File: src/rtl/nrisc_regfile_sb.sv
// NRISC register file: 2 async read ports, 1 sync write port, pending-write scoreboard.
// Optional same-cycle write-to-read bypass enabled by defining NRISC_RF_BYPASS_EN.
module nrisc_regfile_sb #(
    parameter int TAM     = 16,
    parameter int AW      = 4,
    parameter int ZERO_R0 = 0
) (
    input  logic                clk,
    input  logic                rst,
    input  logic [AW-1:0]       ra_addr,
    output logic [TAM-1:0]      ra_data,
    output logic                ra_busy,
    input  logic [AW-1:0]       rb_addr,
    output logic [TAM-1:0]      rb_data,
    output logic                rb_busy,
    input  logic                rsv_valid,
    input  logic [AW-1:0]       rsv_addr,
    output logic                rsv_ready,
    input  logic                wr_en,
    input  logic [AW-1:0]       wr_addr,
    input  logic [TAM-1:0]      wr_data,
    output logic [(2**AW)-1:0]  pend
);

    localparam int   NREG = 2 ** AW;
    localparam logic ZR   = (ZERO_R0 != 0);

    logic [TAM-1:0]  regs_r [NREG];
    logic [NREG-1:0] pend_r;
    logic [NREG-1:0] pend_nxt_s;
    logic            wr_ok_s;
    logic            rsv_ready_s;
    logic            ra_zero_s;
    logic            rb_zero_s;
    logic            ra_hit_s;
    logic            rb_hit_s;

    // Write qualification and reservation acceptance
    always_comb begin
        wr_ok_s     = wr_en & ~(ZR & (wr_addr == {AW{1'b0}}));
        rsv_ready_s = ~pend_r[rsv_addr]
                    | (wr_en & (wr_addr == rsv_addr))
                    | (ZR & (rsv_addr == {AW{1'b0}}));
    end

    // Next pending vector: write clears, accepted reservation sets (set wins)
    always_comb begin
        pend_nxt_s = pend_r;
        if (wr_ok_s) begin
            pend_nxt_s[wr_addr] = 1'b0;
        end else begin
            pend_nxt_s = pend_r;
        end
        if (rsv_valid && rsv_ready_s) begin
            pend_nxt_s[rsv_addr] = 1'b1;
        end else begin
            pend_nxt_s = pend_nxt_s;
        end
        if (ZR) begin
            pend_nxt_s[0] = 1'b0;
        end else begin
            pend_nxt_s = pend_nxt_s;
        end
    end

    // Register array and scoreboard state
    always_ff @(posedge clk) begin
        if (rst) begin
            for (int i = 0; i < NREG; i++) begin
                regs_r[i] <= {TAM{1'b0}};
            end
            pend_r <= {NREG{1'b0}};
        end else begin
            if (wr_ok_s) begin
                regs_r[wr_addr] <= wr_data;
            end else begin
                regs_r[wr_addr] <= regs_r[wr_addr];
            end
            pend_r <= pend_nxt_s;
        end
    end

    // Read ports; a bypass hit forwards writeback data and hides the pending bit
    always_comb begin
        ra_zero_s = ZR & (ra_addr == {AW{1'b0}});
        rb_zero_s = ZR & (rb_addr == {AW{1'b0}});
`ifdef NRISC_RF_BYPASS_EN
        ra_hit_s  = wr_en & (wr_addr == ra_addr) & ~ra_zero_s;
        rb_hit_s  = wr_en & (wr_addr == rb_addr) & ~rb_zero_s;
`else
        ra_hit_s  = 1'b0;
        rb_hit_s  = 1'b0;
`endif
        if (ra_zero_s) begin
            ra_data = {TAM{1'b0}};
        end else if (ra_hit_s) begin
            ra_data = wr_data;
        end else begin
            ra_data = regs_r[ra_addr];
        end
        if (rb_zero_s) begin
            rb_data = {TAM{1'b0}};
        end else if (rb_hit_s) begin
            rb_data = wr_data;
        end else begin
            rb_data = regs_r[rb_addr];
        end
        ra_busy = pend_r[ra_addr] & ~ra_hit_s;
        rb_busy = pend_r[rb_addr] & ~rb_hit_s;
    end

    assign rsv_ready = rsv_ready_s;
    assign pend      = pend_r;

endmodule

File: config.mk
export PLATFORM = sky130hd
export DESIGN_NAME = nrisc_regfile_sb
export DESIGN_NICKNAME = d
export VERILOG_FILES = /design/src/rtl/nrisc_regfile_sb.sv
export SDC_FILE = /design/constraint.sdc
export NUM_CORES = 1
export LEC_CHECK = 0
export CORE_MARGIN = 5
export CORE_UTILIZATION = 58
export DETAILED_ROUTE_END_ITERATION = 8
export PLACE_DENSITY_LB_ADDON = 0.08
export SLEW_MARGIN = 20
export SYNTH_ARGS = -nofsm -noshare
export SYNTH_HDL_FRONTEND = slang
export SYNTH_SLANG_ARGS = --single-unit
File: constraint.sdc
create_clock -name clk -period 5.8 [get_ports clk]
set_input_delay 1.16 -clock clk [delete_from_list [all_inputs] [get_ports clk]]
set_output_delay 1.16 -clock clk [all_outputs]
set_load 0.1 [all_outputs]
==> metrics.cfg <==
[placement]
pre_cts_ws_ps = 1298
port_buffers = 86
gp_congestion = 0.9108
post-dp-hpwl_mm = 25.64

[yosys]
ys_top_cells_by_count = and2_1, edfxtp_1, mux4_2
synth_nets = 938
synth_seq_cells = 272
synth_area_leaders = edfxtp_1, mux4_2, and2_1
synth_area_per_cell_um2 = 16.16
synth_edf_count = 256
synthMostInstantiatedCell = and2_1
syn_inst = 902
yosysWarningCount = 0
syn_area_um2 = 14570
synth_top_area_share = 0.5275
yosysUniqueCellTypes = 32
async_flop_share = 0
seq_area_frac_synth = 0.5495
yosys.area.top_type = edfxtp_1
synthFlopType = edfxtp_1

[drt]
drc = 0
route.vias.total = 8962
wl_per_cell_um = 32.75
drtIter0Drc = 1114
vias_per_cell = 6.852
drtAntennaViolNets = 0
finalWirelength_mm = 42.84
firstDrtPassIters = 7

[final_layout]
layout-area-overhead-vs-synth_pct = 14.08
postLayoutCoreUtil = 0.6660
regArea_um2 = 8008
fin_nets = 990
fillers = 1695
drive_gt1_frac = 0.3033
multi_input_area_um2 = 6206

[cts]
ctsHoldBuffers = 0
cts_root_buf = clkbuf_16
ctsResizeCount = 0
numClockSinks = 272
clk_latency_ps = 550
cts_tree = built
htreeDepth = 1
clk_pin_slew_ps = 60
cts_buffer_depth = 3
cts_buffers = 28
cts_setup_buffers = 0

[power]
p_clk_frac = 0.380
peakVddDrop_uv = 271.4
power.leakage_nw = 5.671
power_mw = 5.200
swShare = 0.2754
p_int_mw = 3.768
switchingPower_mw = 1.432
p_per_area_nw_per_um2 = 312.7
seq_power_share = 0.448
share_comb_of_total_power = 0.172

[timing]
finalHoldViolCount = 0
hold-worst-slack_ps = 524.8
setup_ws_ps = 1321
setup_viol = 0
post-route-period-util = 0.7722
final_max_slew_viol_count = 0
skew_ps = 3.790
tightest_slew_ps = 1204
timing.slew.headroom = 0.1968
setup_tns_ps = 0
fmax_ghz = 0.2233
rsz0062_at_grt = false
period_needed_ps = 4479

[flow_run]
maxCapViolCount = 0

[floorplanning]
start_util = 0.5838
core_um2 = 24960
dieArea_um2 = 28400
core.rowCount = 58
die_h_um = 168.5
io_pins = 87
die_w_um = 168.5

[hold_path]
hold_start = pend[0]
hp-class = reg -> reg

[grt]
grt_pass1_wl_mm = 62.91
grt_overflow = 0
grt_max_degree = 37
grt_pass1_vias = 9350
grt_use_total = 0.3072
antenna_found_initial = 3

[setup_path]
startpoint = rb_addr[0]
path_max_fanout = 36
cp.required_ps = 4640
path_class = in -> out
critPathLaunchType = input pin
crit_arrival_ps = 3320
end_kind = output port
reg2reg_from = pend[6]

[run_status]
status = finished, final reports clean

## logic make-up after synthesis
kind of cell / synth area share
mux: 0.2709
flops: 0.5495
compound gates: 0.01897
buf+inv: 0.03031
simple gates: 0.1280
xor+xnor: 0.002404
## metal layers
layer / up-vias / routed length [µm] / GRT usage
li1: 3630 / - / -
met1: 4659 / 15760 / 0.4141
met3: 115 / 4149 / 0.06516
met5: - / 12 / 0
met4: 2 / 1716 / 0.1214
met2: 556 / 21200 / 0.4986
## layout make-up
class | instances | share of cell area
Tap cell | 330 | 0.02483
Multi-Input combinational cell | 531 | 0.3733
Timing Repair Buffer | 104 | 0.05599
Inverter | 17 | 0.003838
Antenna cell | 2 | 0.0003010
Sequential cell | 272 | 0.4816
Clock inverter | 21 | 0.01731
Clock buffer | 31 | 0.04282
## final timing paths
| path | cells past startpoint | slack, ps | end |
|---|---|---|---|
| max | 5 | 1320 | rb_data[6] |
| min | 2 | 520 | pend[0] |
| min reg2reg | 2 | 520 | pend[0] |
| max reg2reg | 4 | 4010 | pend[6] |
## power by group through the flow
stage	clock network [mW]	registers [mW]	logic [mW]
2_1_floorplan	0	2.35	0.654
3_3_place_gp	0	2.36	0.884
3_5_place_dp	0	2.37	0.895
4_1_cts	1.98	2.32	0.897
5_1_grt	2.05	2.34	0.927
6_report	1.98	2.33	0.897
## flip-flops by register name (all words and copies together), names as in the netlist
| name | flops |
|---|---|
| pend | 16 |
| regs_r | 256 |
## placed cells by master, fill, tap and decap left out, types with 2 or more instances in the layout
cell type | netlist | layout
and2_1 | 257 | 257
edfxtp_1 | 256 | 256
mux4_2 | 173 | 173
buf_4 | 1 | 52
clkdlybuf4s50_1 | 0 | 47
clkbuf_16 | 0 | 28
inv_1 | 17 | 17
dfxtp_1 | 16 | 16
nand2_1 | 14 | 14
a21o_1 | 12 | 10
nor2_2 | 0 | 10
o22ai_1 | 10 | 10
nor2_1 | 19 | 7
bufinv_16 | 0 | 7
clkinv_1 | 0 | 7
o32ai_1 | 6 | 6
xor2_1 | 4 | 4
mux2i_1 | 4 | 4
a31o_2 | 4 | 4
clkinv_2 | 0 | 4
nor3_1 | 7 | 3
nor2b_1 | 3 | 3
nand2b_1 | 3 | 3
nor3_4 | 0 | 3
clkbuf_1 | 55 | 3
buf_12 | 0 | 3
diode_2 | 0 | 2
a21o_2 | 0 | 2
nand3_1 | 2 | 2
nor2_4 | 0 | 2
a21boi_0 | 2 | 2
nand3b_1 | 2 | 2
nor3b_1 | 2 | 2
clkinvlp_4 | 0 | 2
buf_2 | 17 | 2
## stage by stage
stage          std cells  area, µm²
6_report            1308      16630
5_1_grt             1306      16620
4_1_cts             1306      16610
3_5_place_dp        1254      15610
3_3_place_gp        1254      15610
2_1_floorplan        902      14570
## worst max-delay path, stage by stage
cell    delay, ps
buf_4         410
buf_12        360
mux4_2        560
mux4_2        530
buf_4         260
No activity file was read; power rests on OpenSTA's default activity.
